$ cat config.mk
export PLATFORM = sky130hd
export DESIGN_NAME = dm_arb_flat
export DESIGN_NICKNAME = d
export VERILOG_FILES = /design/src/rtl/dm_arb_if.sv /design/src/rtl/dm_arb.sv /design/src/flat_wrapper.sv
export SDC_FILE = /design/constraint.sdc
export NUM_CORES = 1
export LEC_CHECK = 0
export ABC_AREA = 1
export CELL_PAD_IN_SITES_DETAIL_PLACEMENT = 1
export CELL_PAD_IN_SITES_GLOBAL_PLACEMENT = 1
export CORE_UTILIZATION = 31
export CTS_CLUSTER_SIZE = 24
export DETAILED_ROUTE_END_ITERATION = 10
export GPL_ROUTABILITY_DRIVEN = 0
export PLACE_DENSITY = 0.93
export SYNTH_ARGS = -nofsm -noshare
export SYNTH_HDL_FRONTEND = slang
export SYNTH_SLANG_ARGS = --single-unit
$ cat constraint.sdc
create_clock -name clk -period 9.94 [get_ports clk]
set_clock_uncertainty 0.05 [all_clocks]
set_input_delay 1.988 -clock clk [delete_from_list [all_inputs] [get_ports clk]]
set_output_delay 1.988 -clock clk [all_outputs]
set_load 0.01 [all_outputs]
$ cat src/rtl/dm_arb_if.sv
// rtl/dm_arb_if.sv - one requester port of the data-memory arbiter
interface dm_arb_if;
  logic        req;
  logic        we;
  logic [31:0] addr;
  logic [31:0] wdata;
  logic        ack;
  logic [31:0] rdata;
  logic        err;

  modport master (output req, we, addr, wdata, input ack, rdata, err);
  modport slave  (input req, we, addr, wdata, output ack, rdata, err);
endinterface

$ cat src/rtl/dm_arb.sv
// rtl/dm_arb.sv - round-robin arbiter and sequencer for the single-ported data memory
module dm_arb #(
  parameter int LATENCY = 1,
  parameter int DEPTH   = 32
) (
  input  logic        clk,
  input  logic        rst,
  dm_arb_if.slave     p0,
  dm_arb_if.slave     p1,
  output logic        busy,
  output logic        gnt,
  output logic [31:0] m_addr,
  output logic        m_rd,
  output logic        m_wr,
  output logic [31:0] m_wdata,
  input  logic [31:0] m_rdata
);
  typedef enum logic [1:0] {IDLE = 2'd0, BUSY = 2'd1, DONE = 2'd2} state_t;

  localparam logic [3:0]  CNT_LAST   = 4'(LATENCY - 1);
  localparam logic [31:0] ADDR_LIMIT = 32'(DEPTH);

  state_t      state, state_nx;
  logic [3:0]  cnt;
  logic        last;
  logic        cmd_we, cmd_oor;
  logic [31:0] cmd_addr, cmd_wdata;
  logic [31:0] rdata0_q, rdata1_q;
  logic        err0_q, err1_q;
  logic        grant, grant_port, final_cyc, ack0, ack1;
  logic        sel_we;
  logic [31:0] sel_addr, sel_wdata, cap_data;

  always_ff @(posedge clk or posedge rst) begin
    if (rst) state <= IDLE;
    else     state <= state_nx;
  end

  always_comb begin
    state_nx   = state;
    grant      = 1'b0;
    grant_port = 1'b0;
    m_rd       = 1'b0;
    m_wr       = 1'b0;
    ack0       = 1'b0;
    ack1       = 1'b0;
    busy       = (state != IDLE);
    final_cyc  = (cnt == CNT_LAST);
    case (state)
      IDLE: begin
        if (p0.req || p1.req) begin
          grant      = 1'b1;
          grant_port = (p0.req && p1.req) ? ~last : p1.req;
          state_nx   = BUSY;
        end
      end
      BUSY: begin
        // One write strobe per transaction, placed in the last held cycle.
        m_rd = ~cmd_we & ~cmd_oor;
        m_wr = cmd_we & ~cmd_oor & final_cyc;
        if (final_cyc) state_nx = DONE;
      end
      DONE: begin
        ack0     = ~gnt;
        ack1     = gnt;
        state_nx = IDLE;
      end
      default: state_nx = IDLE;
    endcase
  end

  assign sel_we    = grant_port ? p1.we    : p0.we;
  assign sel_addr  = grant_port ? p1.addr  : p0.addr;
  assign sel_wdata = grant_port ? p1.wdata : p0.wdata;
  assign cap_data  = (cmd_we || cmd_oor) ? 32'h0 : m_rdata;

  always_ff @(posedge clk or posedge rst) begin
    if (rst) begin
      cnt       <= 4'd0;
      last      <= 1'b1;
      gnt       <= 1'b0;
      cmd_we    <= 1'b0;
      cmd_oor   <= 1'b0;
      cmd_addr  <= 32'h0;
      cmd_wdata <= 32'h0;
      rdata0_q  <= 32'h0;
      rdata1_q  <= 32'h0;
      err0_q    <= 1'b0;
      err1_q    <= 1'b0;
    end else begin
      if (grant) begin
        gnt       <= grant_port;
        cmd_we    <= sel_we;
        cmd_addr  <= sel_addr;
        cmd_wdata <= sel_wdata;
        cmd_oor   <= (sel_addr >= ADDR_LIMIT);
        cnt       <= 4'd0;
      end else if (state == BUSY) begin
        cnt <= cnt + 4'd1;
        if (final_cyc) begin
          if (gnt) begin
            rdata1_q <= cap_data;
            err1_q   <= cmd_oor;
          end else begin
            rdata0_q <= cap_data;
            err0_q   <= cmd_oor;
          end
        end
      end
      if (state == DONE) last <= gnt;
    end
  end

  assign p0.ack   = ack0;
  assign p0.rdata = rdata0_q;
  assign p0.err   = err0_q;
  assign p1.ack   = ack1;
  assign p1.rdata = rdata1_q;
  assign p1.err   = err1_q;
  assign m_addr   = cmd_addr;
  assign m_wdata  = cmd_wdata;
endmodule

$ cat src/flat_wrapper.sv
// flat-port wrapper written by rule: the top's interface ports become plain ports
module dm_arb_flat 
#(
  parameter int LATENCY = 1,
  parameter int DEPTH   = 32
)
  (clk, rst, busy, gnt, m_addr, m_rd, m_wr, m_wdata, m_rdata, p0_req, p0_we, p0_addr, p0_wdata, p0_ack, p0_rdata, p0_err, p1_req, p1_we, p1_addr, p1_wdata, p1_ack, p1_rdata, p1_err);
  dm_arb_if p0_i ();
  dm_arb_if p1_i ();
  input  logic clk;
  input  logic rst;
  output logic busy;
  output logic gnt;
  output logic [31:0] m_addr;
  output logic m_rd;
  output logic m_wr;
  output logic [31:0] m_wdata;
  input  logic [31:0] m_rdata;
  input wire logic [$bits(p0_i.req)-1:0] p0_req;
  input wire logic [$bits(p0_i.we)-1:0] p0_we;
  input wire logic [$bits(p0_i.addr)-1:0] p0_addr;
  input wire logic [$bits(p0_i.wdata)-1:0] p0_wdata;
  output wire logic [$bits(p0_i.ack)-1:0] p0_ack;
  output wire logic [$bits(p0_i.rdata)-1:0] p0_rdata;
  output wire logic [$bits(p0_i.err)-1:0] p0_err;
  input wire logic [$bits(p1_i.req)-1:0] p1_req;
  input wire logic [$bits(p1_i.we)-1:0] p1_we;
  input wire logic [$bits(p1_i.addr)-1:0] p1_addr;
  input wire logic [$bits(p1_i.wdata)-1:0] p1_wdata;
  output wire logic [$bits(p1_i.ack)-1:0] p1_ack;
  output wire logic [$bits(p1_i.rdata)-1:0] p1_rdata;
  output wire logic [$bits(p1_i.err)-1:0] p1_err;
  assign p0_i.req = p0_req;
  assign p0_i.we = p0_we;
  assign p0_i.addr = p0_addr;
  assign p0_i.wdata = p0_wdata;
  assign p0_ack = p0_i.ack;
  assign p0_rdata = p0_i.rdata;
  assign p0_err = p0_i.err;
  assign p1_i.req = p1_req;
  assign p1_i.we = p1_we;
  assign p1_i.addr = p1_addr;
  assign p1_i.wdata = p1_wdata;
  assign p1_ack = p1_i.ack;
  assign p1_rdata = p1_i.rdata;
  assign p1_err = p1_i.err;
  dm_arb #(.LATENCY(LATENCY), .DEPTH(DEPTH)) u_core (.clk(clk), .rst(rst), .p0(p0_i), .p1(p1_i), .busy(busy), .gnt(gnt), .m_addr(m_addr), .m_rd(m_rd), .m_wr(m_wr), .m_wdata(m_wdata), .m_rdata(m_rdata));
endmodule
==> results.txt, run 1 <==
----------------------------------------------------
[STA]
  Max-slew headroom at the worst pin ... 40.8%
  Period utilization ... a little over two fifths
  Post-route setup TNS ... 0 ps
  Number of hold violations in the final report ... 0
  Worst Tran Pin Value ... between 800 and 900 ps
  Shortest clock period the worst path allows after layout ... 4320 ps
  Unrepaired setup endpoints after global routing ... no
  Fmax ... ~230 MHz
  Final Setup Violations ... 0
  Slew Viols, Final ... 0

[Place]
  I/O Buffers ... 301
  Post-DP HPWL ... 17200 um
  Number of placed instances, taps included ... 1354

[Pwr]
  Pwr Density ... approximately 270 nW/um^2
  Lkg Pwr ... 4.79 nW
  Total power draw ... 2.77 mW
  Highest ir drop seen on vdd ... between 0.1 and 0.15 mV

[Logic synthesis]
  Most frequent cells after synthesis ... 312 x sky130_fd_sc_hd__nand2_1, 139 x sky130_fd_sc_hd__dfrtp_1, 107 x sky130_fd_sc_hd__nor2_1
  Average size of a mapped cell ... just under 8 um^2
  Main area contributors after synthesis ... sky130_fd_sc_hd__dfrtp_1 54%, sky130_fd_sc_hd__nand2_1 18%, sky130_fd_sc_hd__nor2_1 6.2%
  Synthesized instance count ... approximately 820
  Count of different cell masters after synthesis ... 26
  Warning count from the yosys run ... 0
  EDFF count, synth ... 0
  Cell with the most instances after synthesis ... sky130_fd_sc_hd__nand2_1
  Most instantiated flip-flop cell in the synthesis netlist ... sky130_fd_sc_hd__dfrtp_1
  Post-synthesis register bit count ... 140
  Post-synthesis net count ... 989
  Fraction of registers with async set or reset after synthesis ... between 90% and 100%
  Synth Cell Area ... about 6400 um^2
  Part of the Yosys area used for sequential elements ... 54.5%
  Area fraction of the dominant cell type after synthesis ... a little over half
  Dominant cell type by area after synthesis ... sky130_fd_sc_hd__dfrtp_1

[Global routing]
  Total routing resource utilization after global routing ... approximately a quarter
  First-pass GRT wire length ... 39200 um
  Maximum number of pins on one net before global-route repair ... about 80
  Number of global-route vias before repair ... about 7400
  Initial antenna violation count ... 1
  Leftover overflow at the end of global routing ... 0

[Floorplanning]
  # rows ... 52
  Die Ht ... roughly 150 um
  Core outline area ... between 20000 and 25000 um^2
  Initial Utilization ... between 30% and 40%
  Chip Width ... approximately 150 um
  I/O pin count ... around 300
  Total die area ... 21300 um^2

[Critical path]
  Critical path launch point type ... input pin
  Worst endpoint data arrival time ... around 4600 ps
  Crit path required time ... around 10000 ps
  Endpoint class of the critical path ... register
  Crit Path Class ... in2reg
  Largest driver fanout on the critical path ... 71

[CTS]
  Clock tree from TritonCTS ... done
  Number of buffers created by CTS ... 17
  Root Driver ... sky130_fd_sc_hd__clkbuf_16
  Post-CTS setup buffers ... 0
  Post-cts resize count ... 0
  Post-CTS Hold Fix Bufs ... 0
  TritonCTS Sinks ... 140
  Worst-skew pair later-pin latency ... ~420 ps
  CTS clock-pin slew for the worst setup and hold paths ... about 60 ps
  Htree depth ... 4
  Clock buffer depth ... 2

[Flow run]
  Number of max-cap violations ... 0

[Finish]
  Post-route core utilization ... 50.3%
  Nets ... 1271
  Share of layout cells above drive strength 1 ... 4.75%
  Layout Area Growth over Synthesis ... 58.8%
  Fill cells ... about 2500
  Final cell count without fillers ... around 1400

[Routing]
  Vias per cell ... between 4 and 5
  DR pass1 iterations ... 4
  Antenna violation net count after detailed routing ... 0
  Wire length after detailed routing ... around 25000 um
  Routed via count ... between 6000 and 7000
  Starting DRT DRC Count ... between 200 and 250
  # DRC ... 0
  Drt wl/cell ... roughly 18 um

[Outcome]
  Status ... finished clean

[Worst hold path]
  Path category of the worst min-delay check ... reg2reg

----------------------------------------------------
## worst max-delay path, stage by stage
cell and delay (ps):
sky130_fd_sc_hd__clkdlybuf4s50_1 470, sky130_fd_sc_hd__buf_4 280, sky130_fd_sc_hd__nor2_1 130, sky130_fd_sc_hd__nor2_4 100, sky130_fd_sc_hd__buf_4 590, sky130_fd_sc_hd__inv_2 40
sky130_fd_sc_hd__buf_4 350, sky130_fd_sc_hd__nor2_1 220, sky130_fd_sc_hd__nand2_1 70, sky130_fd_sc_hd__nor2_1 100, sky130_fd_sc_hd__nand2_1 60, sky130_fd_sc_hd__nor2_1 80
sky130_fd_sc_hd__nor2_1 40
## layout by cell type, fill, tap and decap left out, types with 2 or more instances in the layout
master	instances
sky130_fd_sc_hd__nor2_1	107
sky130_fd_sc_hd__nand2_1	312
sky130_fd_sc_hd__inv_6	3
sky130_fd_sc_hd__clkdlybuf4s50_1	301
sky130_fd_sc_hd__nor2_2	2
sky130_fd_sc_hd__nand4_1	21
sky130_fd_sc_hd__dfrtp_1	139
sky130_fd_sc_hd__clkbuf_1	2
sky130_fd_sc_hd__nand3_1	3
sky130_fd_sc_hd__bufinv_16	3
sky130_fd_sc_hd__inv_1	57
sky130_fd_sc_hd__buf_4	8
sky130_fd_sc_hd__clkinvlp_4	3
sky130_fd_sc_hd__o21ai_0	14
sky130_fd_sc_hd__nor2_4	4
sky130_fd_sc_hd__o21ai_1	12
sky130_fd_sc_hd__clkinv_4	3
sky130_fd_sc_hd__clkbuf_16	17
sky130_fd_sc_hd__a21oi_1	74
sky130_fd_sc_hd__inv_2	6
sky130_fd_sc_hd__ha_1	2
sky130_fd_sc_hd__a31oi_1	14
## report_power, final
group | switching [mW] | internal, mW | leakage [nW] | total (mW)
clock network | 0.262 | 0.404 | 0.287 | 0.666
registers | 0.129 | 0.777 | 1.75 | 0.906
logic | 0.654 | 0.548 | 2.75 | 1.20
## final timing paths
path | from | to | slack [ps] | cells past startpoint
max in group asynchronous | rst | u_core.m_addr[10] | 6520 | 3
min reg2reg | u_core.p1.rdata[6] | u_core.p1.rdata[6] | 420 | 2
min | u_core.p1.rdata[6] | u_core.p1.rdata[6] | 420 | 2
max reg2reg | u_core.state[1] | u_core.cmd_oor | 7020 | 12
min in group asynchronous | rst | u_core.m_wdata[23] | 2030 | 2
max | p1_req | u_core.cmd_oor | 5620 | 13
## routing by layer
layer / up-vias / part of all wire [%] / global-route usage (%)
met1: 3312 / 37 / 25.3
li1: 3134 / - / -
met2: 271 / 51 / 42.2
met3: 54 / 8.0 / 7.88
met5: - / 0 / 0
met4: 0 / 3.4 / 11.1
## metrics by stage
step                      area (um^2)  hold WS (ps)  worst slack, ps
after floorplan                  6430           403             4150
after global routing            10200           445             5430
final                           10200           422             5620
after global placement           9600           404             5210
after CTS                       10200           428             5600
after detailed placement         9600           408             5180
## flip-flops by register name (all words and copies together) (netlist names)
name	cells
u_core.gnt	1
u_core.cmd_oor	1
u_core.cnt	4
u_core.state	2
u_core.p1.rdata	32
u_core.last	1
u_core.m_addr	32
u_core.m_wdata	32
u_core.p0.rdata	32
u_core.p1.err	1
u_core.p0.err	1
u_core.cmd_we	1
## cell families (layout without fill, tap and decap cells)
kind of cell / Yosys count / count (layout) / share of synthesized area [%]
other: 0 / 1 / 0
AOI/OAI and AO/OA: 117 / 117 / 9.47
adders and majority gates: 2 / 2 / 0.389
xor gates and xnor gates: 1 / 1 / 0.136
buffers and inverters: 110 / 405 / 7.55
DFF: 140 / 140 / 54.5
and+or+nand+nor: 451 / 451 / 28.0
## area by class of cell
type / count / area (um^2) / share of cell area, %
Timing Repair Buffer: 309 / 3070 / 30.1
Clock inverter: 12 / 161 / 1.58
Tap cell: 270 / 338 / 3.31
Clock buffer: 20 / 447 / 4.37
Inverter: 64 / 245 / 2.40
Antenna cell: 1 / 2.50 / 0.0245
Multi-Input combinational cell: 571 / 2440 / 23.9
Sequential cell: 140 / 3500 / 34.3
(Power assumes the default switching activity.)
==> run 2: changes to the inputs <==
--- a/config.mk
+++ b/config.mk
@@ -8,11 +8,11 @@
 export ABC_AREA = 1
 export CELL_PAD_IN_SITES_DETAIL_PLACEMENT = 1
 export CELL_PAD_IN_SITES_GLOBAL_PLACEMENT = 1
-export CORE_UTILIZATION = 31
+export CORE_UTILIZATION = 29
 export CTS_CLUSTER_SIZE = 24
 export DETAILED_ROUTE_END_ITERATION = 10
 export GPL_ROUTABILITY_DRIVEN = 0
-export PLACE_DENSITY = 0.93
+export PLACE_DENSITY = 0.88
 export SYNTH_ARGS = -nofsm -noshare
 export SYNTH_HDL_FRONTEND = slang
 export SYNTH_SLANG_ARGS = --single-unit
==> constraint.sdc (replaced) <==
create_clock -name clk -period 4.45 [get_ports clk]
set_clock_uncertainty 0.05 [all_clocks]
set_input_delay 0.89 -clock clk [delete_from_list [all_inputs] [get_ports clk]]
set_output_delay 0.89 -clock clk [all_outputs]
set_load 0.01 [all_outputs]
==> results.txt, run 2 (synthesized netlist as in run 1, its figures left out) <==
----------------------------------------------------
[Outcome]
  Status ... finished clean

[Routing]
  Antenna violation net count after detailed routing ... 0
  # DRC ... 0
  Drt wl/cell ... 16.7 um
  Vias per cell ... ~4.7
  DR pass1 iterations ... 4
  Starting DRT DRC Count ... ~180
  Routed via count ... about 6600
  Wire length after detailed routing ... between 20000 and 25000 um

[Floorplanning]
  Total die area ... ~23000 um^2
  I/O pin count ... 302
  Die Ht ... between 150 and 200 um
  Core outline area ... around 22000 um^2
  Initial Utilization ... 29.6%
  # rows ... 54
  Chip Width ... around 150 um

[CTS]
  Htree depth ... 4
  Root Driver ... sky130_fd_sc_hd__clkbuf_16
  Clock buffer depth ... 2
  Post-CTS setup buffers ... 0
  TritonCTS Sinks ... between 100 and 150
  Worst-skew pair later-pin latency ... around 420 ps
  Number of buffers created by CTS ... 17
  Clock tree from TritonCTS ... done
  CTS clock-pin slew for the worst setup and hold paths ... roughly 70 ps
  Post-cts resize count ... 0
  Post-CTS Hold Fix Bufs ... 0

[Place]
  Post-DP HPWL ... ~17000 um
  I/O Buffers ... approximately 300

[STA]
  Period utilization ... 69.6%
  Post-route setup TNS ... 0 ps
  Number of hold violations in the final report ... 0
  Slew Viols, Final ... 0
  Max-slew headroom at the worst pin ... 40.9%
  Unrepaired setup endpoints after global routing ... no
  Shortest clock period the worst path allows after layout ... between 3000 and 4000 ps
  Final Setup Violations ... 0
  Worst Tran Pin Value ... about 890 ps
  Fmax ... approximately 320 MHz

[Finish]
  Nets ... ~1300
  Antenna fix cells ... 0
  Share of layout cells above drive strength 1 ... around 5.0%
  Most common cell after layout, fill and taps aside ... sky130_fd_sc_hd__nand2_1
  Layout Area Growth over Synthesis ... 58.4%
  Leading cell types in the layout, fill and taps excluded ... 312 x sky130_fd_sc_hd__nand2_1, 301 x sky130_fd_sc_hd__clkdlybuf4s50_1, 139 x sky130_fd_sc_hd__dfrtp_1

[Flow run]
  Number of max-cap violations ... 0

[Global routing]
  Leftover overflow at the end of global routing ... 0
  Maximum number of pins on one net before global-route repair ... roughly 140
  Initial antenna violation count ... 0
  Number of global-route vias before repair ... 6905
  Total routing resource utilization after global routing ... between 20% and 30%
  First-pass GRT wire length ... 35800 um

[Critical path]
  Critical path launch point type ... register
  Startpoint of the worst register-to-register path ... u_core.state[1]
  Crit path required time ... roughly 3500 ps
  Largest driver fanout on the critical path ... 3
  Worst endpoint data arrival time ... about 2200 ps
  Endpoint class of the critical path ... output port
  Crit Path Class ... reg2out
  Worst setup path startpoint ... u_core.cnt[0]

[Pwr]
  Highest ir drop seen on vdd ... roughly 0.24 mV
  Lkg Pwr ... 4.78 nW
  Total power draw ... approximately 6.0 mW
  Pwr Density ... roughly 600 nW/um^2

[Worst hold path]
  Hold Startpoint ... u_core.p0.rdata[8]
  Path category of the worst min-delay check ... reg2reg

----------------------------------------------------
-- run 2: final timing paths --
| path | endpoint | slack, ps | depth (start not counted) |
|---|---|---|---|
| max in group asynchronous | u_core.p0.rdata[24] | 2710 | 3 |
| min in group asynchronous | u_core.p1.rdata[12] | 940 | 3 |
| worst max register to register | u_core.m_wdata[4] | 1580 | 6 |
| worst max-delay path | m_wr | 1350 | 7 |
| worst min register to register | u_core.p0.rdata[8] | 420 | 2 |
| worst min-delay path | u_core.p0.rdata[8] | 420 | 2 |
-- run 2: per-stage QoR --
stage / area, um^2 / utilization, % / worst slack, ps / cells / hold WS (ps)
floorplan: 6440 / - / 1760 / 821 / 403
global placement: 9630 / 44.3 / 988 / 1365 / 402
detailed placement: 9630 / 44.3 / 936 / 1365 / 407
CTS: 10200 / 46.8 / 1290 / 1397 / 423
global route: 10200 / 46.8 / 1160 / 1397 / 437
finish: 10200 / 46.8 / 1350 / 1397 / 419
-- run 2: power breakdown --
part	leakage, nW	switching, mW	total, mW	internal [mW]
logic	2.76	1.44	2.67	1.23
registers	1.75	0.267	2.00	1.73
clock network	0.267	0.635	1.37	0.734
-- run 2: worst max-delay path, cell delays in order (launching register included) --
cell and delay, ps:
sky130_fd_sc_hd__dfrtp_1 400, sky130_fd_sc_hd__inv_1 100, sky130_fd_sc_hd__ha_1 150, sky130_fd_sc_hd__nand2_1 90, sky130_fd_sc_hd__nor2_2 160, sky130_fd_sc_hd__inv_2 90, sky130_fd_sc_hd__nor3_1 150, sky130_fd_sc_hd__clkdlybuf4s50_1 610
-- run 2: area by class of cell --
class	count	area, um^2
clock inverters	15	128
multi-input cells	571	2440
repair buffers	310	3090
well taps	280	350
fillers	2596	11600
clock buffers	17	425
flip-flops and latches	140	3500
inverters	64	244
-- run 2: per-layer routing --
| layer | GRT usage (%) | vias up | wire length [um] |
|---|---|---|---|
| met2 | 36.3 | 218 | 11700 |
| met5 | 0 | - | 0 |
| met3 | 8.22 | 25 | 2180 |
| li1 | - | 3134 | - |
| met4 | 5.60 | 0 | 386 |
| met1 | 22.7 | 3197 | 9080 |
